==> config.mk <==
export PLATFORM = sky130hd
export DESIGN_NAME = prog_loader
export DESIGN_NICKNAME = d
export VERILOG_FILES = /design/src/rtl/prog_loader_pkg.sv /design/src/rtl/ld_sum8.sv /design/src/rtl/prog_loader.sv
export SDC_FILE = /design/constraint.sdc
export NUM_CORES = 1
export LEC_CHECK = 0
export BUFFER_PORTS_ARGS = -buffer_cell sky130_fd_sc_hd__clkbuf_2
export CAP_MARGIN = 20
export CORE_MARGIN = 2
export CORE_UTILIZATION = 51
export DETAILED_ROUTE_END_ITERATION = 16
export PLACE_DENSITY = 0.87
export SLEW_MARGIN = 40
export SYNTH_ARGS = -nofsm -noshare
export SYNTH_HDL_FRONTEND = slang
export SYNTH_SLANG_ARGS = --single-unit
==> constraint.sdc <==
create_clock -name clk -period 2.1 [get_ports clk]
set_input_delay 0.21 -clock clk [delete_from_list [all_inputs] [get_ports clk]]
set_output_delay 0.21 -clock clk [all_outputs]
set_load 0.02 [all_outputs]
==> src/rtl/prog_loader_pkg.sv <==
// prog_loader_pkg: shared sizes, loader FSM states and CPU opcode constants.
// Used by: prog_loader, ld_sum8 and the testbench for building programs.
package prog_loader_pkg;
    localparam int ADDR_W = 4;
    localparam int DATA_W = 8;
    localparam int DEPTH  = 16;

    typedef enum logic [2:0] {IDLE, LOAD, VERIFY, RELEASE, RUN, ERROR} state_e;

    localparam logic [3:0] op_nop = 4'h0;
    localparam logic [3:0] op_lda = 4'h1;
    localparam logic [3:0] op_add = 4'h2;
    localparam logic [3:0] op_sub = 4'h3;
    localparam logic [3:0] op_sta = 4'h4;
    localparam logic [3:0] op_ldi = 4'h5;
    localparam logic [3:0] op_jmp = 4'h6;
    localparam logic [3:0] op_jc  = 4'h7;
    localparam logic [3:0] op_jz  = 4'h8;
    localparam logic [3:0] op_out = 4'he;
    localparam logic [3:0] op_hlt = 4'hf;

    function automatic logic [4:0] sat_len(input logic [4:0] l);
        return (l > 5'(DEPTH)) ? 5'(DEPTH) : l;
    endfunction
endpackage

==> src/rtl/ld_sum8.sv <==
// ld_sum8: 8-bit modulo-256 accumulator with synchronous clear and enable.
// Ports: clk, clr (sync reset), clear_i (restart sum), en_i (add data_i),
//        sum_o (current sum), nxt_o (sum_o + data_i, combinational).
module ld_sum8
    import prog_loader_pkg::*;
(
    input  logic              clk,
    input  logic              clr,
    input  logic              clear_i,
    input  logic              en_i,
    input  logic [DATA_W-1:0] data_i,
    output logic [DATA_W-1:0] sum_o,
    output logic [DATA_W-1:0] nxt_o
);
    logic [DATA_W-1:0] sum_q, sum_d;

    assign nxt_o = sum_q + data_i;
    assign sum_o = sum_q;

    always_comb sum_d = clear_i ? '0 : en_i ? nxt_o : sum_q;

    always_ff @(posedge clk) begin
        if (clr) sum_q <= '0;
        else     sum_q <= sum_d;
    end
endmodule

==> src/rtl/prog_loader.sv <==
// prog_loader: streams a program into RAM, verifies it by checksum, then releases the CPU.
// Ports: clk/clr (sync reset); ld_start/ld_len/ld_valid/ld_data/ld_ready byte source;
//        cpu_addr/cpu_we/cpu_wdata CPU RAM port; ram_addr/ram_we/ram_wdata/ram_rdata RAM;
//        cpu_hold/cpu_clr CPU control; busy/err status.
module prog_loader
    import prog_loader_pkg::*;
(
    input  logic              clk,
    input  logic              clr,
    input  logic              ld_start,
    input  logic [4:0]        ld_len,
    input  logic              ld_valid,
    input  logic [DATA_W-1:0] ld_data,
    output logic              ld_ready,
    input  logic [ADDR_W-1:0] cpu_addr,
    input  logic              cpu_we,
    input  logic [DATA_W-1:0] cpu_wdata,
    output logic [ADDR_W-1:0] ram_addr,
    output logic              ram_we,
    output logic [DATA_W-1:0] ram_wdata,
    input  logic [DATA_W-1:0] ram_rdata,
    output logic              cpu_hold,
    output logic              cpu_clr,
    output logic              busy,
    output logic              err
);
    state_e            state_q, state_d;
    logic [4:0]        len_q, len_d, cnt_q, cnt_d;
    logic [ADDR_W-1:0] ptr_q, ptr_d, waddr_q, waddr_d;
    logic [DATA_W-1:0] wdata_q, wdata_d;
    logic              wr_q, wr_d, err_q, err_d;
    logic [DATA_W-1:0] sum_w, sum_r, sum_w_nxt, sum_r_nxt;
    logic              start, acc, run, last_v;

    assign start    = ld_start && (state_q == IDLE || state_q == RUN || state_q == ERROR);
    assign ld_ready = (state_q == LOAD) && (cnt_q != len_q);
    assign acc      = ld_valid && ld_ready;
    assign run      = (state_q == RUN);
    // Final verify read: the checksum decision uses the sum including this read.
    assign last_v   = (state_q == VERIFY) && ({1'b0, ptr_q} == len_q - 5'd1);

    ld_sum8 u_sum_w (
        .clk(clk), .clr(clr), .clear_i(start), .en_i(acc),
        .data_i(ld_data), .sum_o(sum_w), .nxt_o(sum_w_nxt)
    );

    ld_sum8 u_sum_r (
        .clk(clk), .clr(clr), .clear_i(start), .en_i(state_q == VERIFY),
        .data_i(ram_rdata), .sum_o(sum_r), .nxt_o(sum_r_nxt)
    );

    always_comb begin
        state_d = state_q;
        len_d   = len_q;
        cnt_d   = cnt_q;
        ptr_d   = ptr_q;
        err_d   = err_q;
        wr_d    = acc;
        waddr_d = acc ? ptr_q : waddr_q;
        wdata_d = acc ? ld_data : wdata_q;
        case (state_q)
            LOAD: begin
                ptr_d = acc ? ptr_q + 1'b1 : ptr_q;
                cnt_d = acc ? cnt_q + 1'b1 : cnt_q;
                // cnt == len only in the cycle of the final write, so VERIFY starts after it.
                if (cnt_q == len_q) begin
                    state_d = VERIFY;
                    ptr_d   = '0;
                end
            end
            VERIFY: begin
                ptr_d = ptr_q + 1'b1;
                if (last_v) begin
                    state_d = (sum_r_nxt == sum_w) ? RELEASE : ERROR;
                    err_d   = (sum_r_nxt != sum_w);
                end
            end
            RELEASE: state_d = RUN;
            default: ;
        endcase
        if (start) begin
            len_d   = sat_len(ld_len);
            cnt_d   = '0;
            ptr_d   = '0;
            err_d   = 1'b0;
            state_d = (sat_len(ld_len) == 5'd0) ? RELEASE : LOAD;
        end
    end

    always_ff @(posedge clk) begin
        if (clr) begin
            state_q <= IDLE;
            len_q   <= '0;
            cnt_q   <= '0;
            ptr_q   <= '0;
            err_q   <= 1'b0;
            wr_q    <= 1'b0;
            waddr_q <= '0;
            wdata_q <= '0;
        end else begin
            state_q <= state_d;
            len_q   <= len_d;
            cnt_q   <= cnt_d;
            ptr_q   <= ptr_d;
            err_q   <= err_d;
            wr_q    <= wr_d;
            waddr_q <= waddr_d;
            wdata_q <= wdata_d;
        end
    end

    // wr_q can only be set by an accept in LOAD, so outside RUN it is the sole write source.
    assign ram_addr  = run ? cpu_addr : (state_q == VERIFY) ? ptr_q : waddr_q;
    assign ram_we    = run ? cpu_we : wr_q;
    assign ram_wdata = run ? cpu_wdata : wdata_q;
    assign cpu_hold  = !run;
    assign cpu_clr   = (state_q == RELEASE);
    assign busy      = (state_q == LOAD) || (state_q == VERIFY) || (state_q == RELEASE);
    assign err       = err_q;
endmodule

==> results.md, run 1 <==
* Die W at 81.5 um
* Reg power frac at approximately a third
* Max_cap viols at 0
* Filler cells at about 470
* Crit-path max FO at 3
* Synth top area share at a little under a third
* Die height at slightly above 80 um
* F_max at 424 MHz
* Global Route Usage Sum at 24.3%
* Required time of the critical path at 2.35 ns
* #FFs+latches synth at 47
* Clock latency on the worst-skew pair at 0.31 ns
* Clock Sinks at 47
* Cells after Synth at ~390
* Crit path to: state_q[1]
* Core area at 0.00585 sq mm
* Crit share post-route at 112%
* IO buf count at 55
* Clock power share at 20.7%
* Die Area at around 0.0066 sq mm
* Design area at approximately 0.0038 sq mm
* Area of the mapped netlist at 0.00306 sq mm
* GPL Wtd Cong at between 0.9 and 1
* # DRC at 0
* Final Hold Vio Count at 0
* Critical Path Source Type: flop
* Final global-route overflow total at 0
* DR vias/cell at approximately 6
* Power per cell area at slightly above 900 mW/mm^2
* CP Data Arrival Time at about 2.6 ns
* Initial Utilization at a little over half
* Reg2reg end: state_q[1]
* Hold path depth at 3
* Post-synth EDFFs at 0
* Total Wirelength at roughly 8000 um
* Initial DRC count at approximately 200
* Root buffer cell: clkbuf_8
* Largest net degree at the start of global routing at 16
* CP startpoint: u_sum_r.sum_o[0]
* Final WS setup at -0.260 ns
* CTS tree: yes
* DRT antenna net count at 0
* Switching power total at between 0.001 and 0.0015 W
* Worst min-delay path category: input pin to flop
* Violated checks: negative setup slack
* H-tree depth at 2
* Slew @ Worst Pin at between 0.5 and 0.6 ns
* Final Util at between 60 and 70%
* Crit Path Class: flop to flop
* Peak VDD IR at just under 0.5 mV
* FFs w/ async S/R, synth at 0%
* Syn_nets at roughly 440
* CTS Buf Count at 5
* Share of post-route cells with drive strength above 1 at about 28%
* Crit end category: flop
* Synth top area cells: dfxtp_1 (31%), nand2_1 (8.0%), ha_1 (7.0%), a21oi_1 (6.9%), xnor2_1 (4.3%)
* Crit path time final at approximately 2.4 ns
* Final setup fails at 3
* Avg Cell Area, Syn at between 7 and 8 sq um
* Sw Ratio at around 40%
* Maximum root-to-sink buffer count at 2
* Area leader, netlist: dfxtp_1
* Row count at 28
* Area grow syn2layout at 23.3%
* I/O pin cnt at 56
* Leading register cell type out of synthesis: dfxtp_1
* Global-route wire length before repair at between 10000 and 15000 um
* Combinational power share at 47.1%
* Post-synthesis sequential area ratio at approximately 31%
* Vias at between 3000 and 4000
* Initial antenna violation count at 0
* Dpl hpwl at ~5700 um
* Drt pass-1 iters at 7
* Distinct cells, synth at 63
* Reg2Reg Launch Point: u_sum_r.sum_o[0]
* Placed Area at between 0.003 and 0.004 sq mm
* Slew headroom at around 65%
* RSZ-0062 raised after global routing: true
* Synth Warn # at 0
* Clock Skew at just over 0.006 ns
* NumNets Final at just over 500
* WL per Instance at ~15 um
* Leak pwr at roughly 1.6 nW
* CTS clk-pin slew, worst paths at about 0.090 ns
* Vias in the first global route at slightly below 3000
* FF-to-FF path depth at 8
* Status: finished, violations left
* Reg2Reg Setup Slack at -0.26 ns
* Slew Viols, Final at 0
* P_int at between 0.002 and 0.0025 W
* Diode count at 0
registers in the layout (all words and copies together) (netlist names):
register / flops
u_sum_r.sum_o: 8
u_sum_w.sum_o: 8
wdata_q: 8
cnt_q: 5
len_q: 5
ptr_q: 4
waddr_q: 4
state_q: 3
err: 1
wr_q: 1
per-layer routing:
metal / part of all wire [%] / up-vias / track usage, %
met5: 0 / - / 0
met4: 2.6 / 0 / 9.49
met3: 7.3 / 29 / 5.16
met2: 49 / 137 / 41.0
met1: 41 / 1461 / 30.2
li1: - / 1477 / -
cells by family (layout without fill, tap and decap cells):
logic type	count (synthesis)	count (layout)	synth area share, %
compound gates	84	84	17.3
xor+xnor	32	32	9.98
simple gates	160	160	24.9
mux	13	13	4.66
fa+ha+maj	19	19	8.26
flops	47	47	30.7
buf+inv	30	97	4.17
power groups by stage:
| stage | combinational (W) | clock (W) | sequential [W] |
|---|---|---|---|
| global placement | 0.00145 | 0 | 0.00112 |
| CTS | 0.00152 | 0.000722 | 0.00111 |
| detailed placement | 0.00149 | 0 | 0.00113 |
| floorplan | 0.00111 | 0 | 0.00107 |
| finish | 0.00164 | 0.000723 | 0.00113 |
| global route | 0.00179 | 0.000756 | 0.00114 |
through the flow:
step / std cells / hold slack [ns] / total power [W] / setup slack [ns] / TNS (ns)
after floorplan: 385 / 0.346 / 0.00218 / -0.0923 / -0.172
after global placement: 516 / 0.441 / 0.00257 / -0.173 / -0.394
after detailed placement: 516 / 0.446 / 0.00262 / -0.223 / -0.573
after CTS: 525 / 0.146 / 0.00336 / -0.212 / -0.489
after global routing: 527 / 0.158 / 0.00369 / -0.334 / -1.03
final: 527 / 0.140 / 0.00349 / -0.260 / -0.600
worst min-delay path by stage:
stage	start	to	slack [ns]
floorplan	ld_data[0]	wdata_q[0]	0.35
global placement	wdata_q[1]	wdata_q[1]	0.44
detailed placement	wdata_q[2]	wdata_q[2]	0.45
CTS	ld_data[0]	wdata_q[0]	0.15
global route	ld_data[2]	wdata_q[2]	0.16
finish	ld_data[0]	wdata_q[0]	0.14
final cells by class:
class,instances,area [sq um],share of cell area (%)
multi-input cells,308,2110,55.9
flip-flops and latches,47,947,25.1
repair buffers,77,457,12.1
well taps,75,93.8,2.49
clock buffers,6,82.6,2.19
inverters,12,45.0,1.19
clock inverters,2,38.8,1.03
critical path: stages (launching register included):
cell,delay [ns]
dfxtp_2,0.34
ha_4,0.16
fa_2,0.58
xor2_1,0.07
a211oi_1,0.22
nand4_1,0.15
a2111o_1,0.38
o31ai_2,0.22
a31o_1,0.17
synth_stat cells (3+ instances only):
library cell	instances
nand3b_1	5
o21bai_1	3
xnor2_1	15
nand4_1	4
or3_1	4
a21oi_1	42
a22oi_1	3
o31ai_1	3
dfxtp_1	47
nand2_1	65
xor2_1	15
nor2_1	34
mux2i_1	3
o2111ai_1	3
clkbuf_1	11
nand2b_1	3
inv_1	11
ha_1	17
mux2_2	9
nor3_1	11
o21a_1	3
nand3_1	12
and2_1	3
buf_2	3
a211oi_1	4
o21ai_0	6
nor2b_1	4
layout by cell type, fill, tap and decap left out, types with 2 or more instances in the layout:
master,count
ha_4,3
or3_1,4
clkbuf_8,6
clkbuf_2,55
nand4_1,4
o21bai_1,3
nor3_1,11
nand2b_1,3
and2_4,2
dfxtp_2,5
nor2b_1,4
mux2_2,9
nor2_1,33
a211oi_1,4
inv_1,11
o21ai_0,6
xor2_1,15
buf_4,20
o211ai_1,2
ha_1,13
and2_1,2
mux2i_1,3
xnor2_1,15
dfxtp_1,42
a22oi_1,3
nand3b_1,5
nand2_1,65
o21a_1,3
o2111ai_1,2
o31ai_1,2
nand3_1,12
a21oi_1,39
a21oi_2,3
repair_timing:
action / CTS / global route
pin swaps: 2 / 6
buffers inserted: 1 / 2
hold buffers: 0 / 0
endpoints found under the setup margin: 12 / 24
resized for setup: 6 / 18
gates cloned: 0 / 0
Power figures use the tool's default switching activity.
==> run 2, diff against run 1 <==
--- a/config.mk
+++ b/config.mk
@@ -10,6 +10,7 @@
 export CORE_MARGIN = 2
 export CORE_UTILIZATION = 51
 export DETAILED_ROUTE_END_ITERATION = 16
+export GPL_TIMING_DRIVEN = 0
 export PLACE_DENSITY = 0.87
 export SLEW_MARGIN = 40
 export SYNTH_ARGS = -nofsm -noshare
==> run 2 against run 1 <==
  * The run still ends with negative setup slack left
  * Register-to-register slack better by 0.03 ns
  * Setup slack better by 0.030 ns
  * Clock skew down 0.0010 ns
  * Wire length down 1.6%
  * Sequential share of layout area up 0.89 points
  * Global-route usage down 0.089 points
  * Fmax up 1.3%
  * Sequential power about the same
  * Critical path type unchanged
  * Largest cell class unchanged
  * Highest routed layer unchanged
==> results.md, run 2 (synthesized netlist as in run 1, its figures left out) <==
* Max_cap viols at 0 (unchanged)
* Initial Utilization at 52.3% (unchanged)
* Total Wirelength at 7840 um (was 7970 um)
* Design area at 0.00365 sq mm (was 0.00377 sq mm)
* CTS Buf Count at 5 (unchanged)
* Clock Sinks at 47 (unchanged)
* Most frequent cells in the layout: nand2_1 (65), clkbuf_2 (58), dfxtp_1 (41) (was nand2_1 (65), clkbuf_2 (55), dfxtp_1 (42))
* DRT antenna net count at 0 (unchanged)
* Final Hold Vio Count at 0 (unchanged)
* Reg2Reg Launch Point: u_sum_r.sum_o[0] (unchanged)
* Worst min-delay path category: input pin to flop (unchanged)
* F_max at 429 MHz (was 424 MHz)
* H-tree depth at 2 (unchanged)
* Maximum root-to-sink buffer count at 2 (unchanged)
* Leak pwr at 1.49 nW (was 1.56 nW)
* Commonest non-fill, non-tap cell in the layout: nand2_1 (unchanged)
* Crit share post-route at 111% (was 112%)
* Initial DRC count at 165 (was 195)
* Critical Path Source Type: flop (unchanged)
* CP Data Arrival Time at 2.51 ns (was 2.61 ns)
* WL per Instance at 15.0 um (was 15.1 um)
* GPL Wtd Cong at 0.923 (was 0.938)
* Crit path time final at 2.33 ns (was 2.36 ns)
* Row count at 28 (unchanged)
* Reg2reg end: state_q[2] (was state_q[1])
* FF-to-FF path depth at 8 (unchanged)
* Die W at 81.5 um (unchanged)
* Peak VDD IR at 0.391 mV (was 0.482 mV)
* Initial antenna violation count at 0 (unchanged)
* Slew Viols, Final at 0 (unchanged)
* Diode count at 0 (unchanged)
* CP max stage delay at 0.58 ns (about the same)
* IO buf count at 55 (unchanged)
* Slew headroom at 62.5% (was 65.0%)
* CTS tree: yes (unchanged)
* Final global-route overflow total at 0 (unchanged)
* Die height at 81.5 um (unchanged)
* Area grow syn2layout at 19.3% (was 23.3%)
* Required time of the critical path at 2.28 ns (was 2.35 ns)
* CP startpoint: u_sum_r.sum_o[0] (unchanged)
* Share of post-route cells with drive strength above 1 at 25.5% (was 27.7%)
* CTS clk-pin slew, worst paths at 0.09 ns (about the same)
* DR vias/cell at 5.65 (was 5.89)
* DP Worst Slack at -0.328 ns (was -0.223 ns)
* Final WS setup at -0.230 ns (was -0.260 ns)
* Dpl hpwl at 5950 um (was 5710 um)
* Vias in the first global route at 2742 (was 2884)
* Status: finished, violations left (unchanged)
* Die Area at 0.00664 sq mm (unchanged)
* Clock latency on the worst-skew pair at 0.30 ns (was 0.31 ns)
* Slew @ Worst Pin at 0.562 ns (was 0.520 ns)
* Crit-path max FO at 3 (unchanged)
* Largest net degree at the start of global routing at 16 (unchanged)
* Clock Skew at 0.00502 ns (was 0.00605 ns)
* Final setup fails at 4 (was 3)
* Root buffer cell: clkbuf_8 (unchanged)
* # DRC at 0 (unchanged)
* Vias at 2949 (was 3104)
* Core area at 0.00585 sq mm (unchanged)
* Crit path cell chain: ha_4 > fa_2 > xor2_1 > a211oi_1 > nand4_1 > a2111o_1 > nor4_2 > nor3_1 (was ha_4 > fa_2 > xor2_1 > a211oi_1 > nand4_1 > a2111o_1 > o31ai_2 > a31o_1)
* Drt pass-1 iters at 4 (was 7)
* Violated checks: negative setup slack (unchanged)
* Crit end category: flop (unchanged)
* NumNets Final at 503 (was 508)
* Global Route Usage Sum at 24.2% (was 24.3%)
* RSZ-0062 raised after global routing: true (unchanged)
* Crit Path Class: flop to flop (unchanged)
* Power per cell area at 889 mW/mm^2 (was 926 mW/mm^2)
* Reg2Reg Setup Slack at -0.23 ns (was -0.26 ns)
* I/O pin cnt at 56 (unchanged)
* Hold-fix buffers, CTS at 0 (unchanged)
* Critical-path top delay cell: fa_2 (unchanged)
* Worst Min Path Start: ld_data[2] (was ld_data[0])
* Placed Area at 0.00346 sq mm (was 0.00353 sq mm)
* Global-route wire length before repair at 12400 um (was 12800 um)
* Crit path to: state_q[2] (was state_q[1])
## run 2: cell count changes in the layout (fill, tap and decap cells not counted), sizes merged
cell	previous run	this run
buf	22	10
inv	12	11
clkbuf	61	67
clkinvlp	0	2
bufinv	1	0
clkinv	1	2
## run 2: where the power goes
group	total (W)	switching (W)	leakage [nW]	internal (W)
clock	0.000566	0.000334	0.0402	0.000232
combinational	0.00156	0.000934	1.07	0.000625
sequential	0.00112	0.000134	0.383	0.000989
## run 2: layout make-up
cell class | instances | area [sq um]
Sequential cell | 47 | 948
Multi-Input combinational cell | 308 | 2100
Buffer | 13 | 71.3
Fill cell | 507 | 2200
Inverter | 12 | 45.0
Clock inverter | 3 | 20.0
Clock buffer | 5 | 68.8
Timing Repair Buffer | 59 | 305
Tap cell | 75 | 93.8
## run 2: metal layers
layer / vias to the layer above / share of wire [%] / track usage, %
li1: 1472 / - / -
met4: 0 / 1.3 / 7.97
met5: - / 0 / 0
met1: 1386 / 42 / 30.5
met3: 11 / 5.6 / 3.85
met2: 80 / 51 / 42.0
## run 2: metrics by stage
step	total power [W]	TNS (ns)	hold slack [ns]	util, %	cells
floorplan	0.00218	-0.172	0.346	-	385
global placement	0.00253	-2.67	0.441	59.1	515
detailed placement	0.00257	-2.87	0.448	59.1	515
CTS	0.00320	-0.586	0.137	61.8	522
global route	0.00345	-1.13	0.154	62.4	522
finish	0.00325	-0.621	0.135	62.4	522
## run 2: what timing repair did
action,4_1_cts,5_1_grt
pin swaps,3,6
buffers inserted,3,1
endpoints found under the setup margin,36,23
gates resized for setup,19,16
## run 2: worst min-delay path by stage
stage / end / cells after the start
after global routing: wdata_q[2] / 3
final: wdata_q[2] / 3
after global placement: wdata_q[2] / 2
after CTS: wdata_q[2] / 3
after floorplan: wdata_q[0] / 2
after detailed placement: wdata_q[5] / 2
## run 2: worst max-delay path, delay by kind of cell (launching register included)
family,cells,cell delay (ns)
DFF,1,0.35
and+or+nand+nor,3,0.44
xor gates and xnor gates,1,0.08
adders and majority gates,2,0.74
AOI/OAI and AO/OA,2,0.59
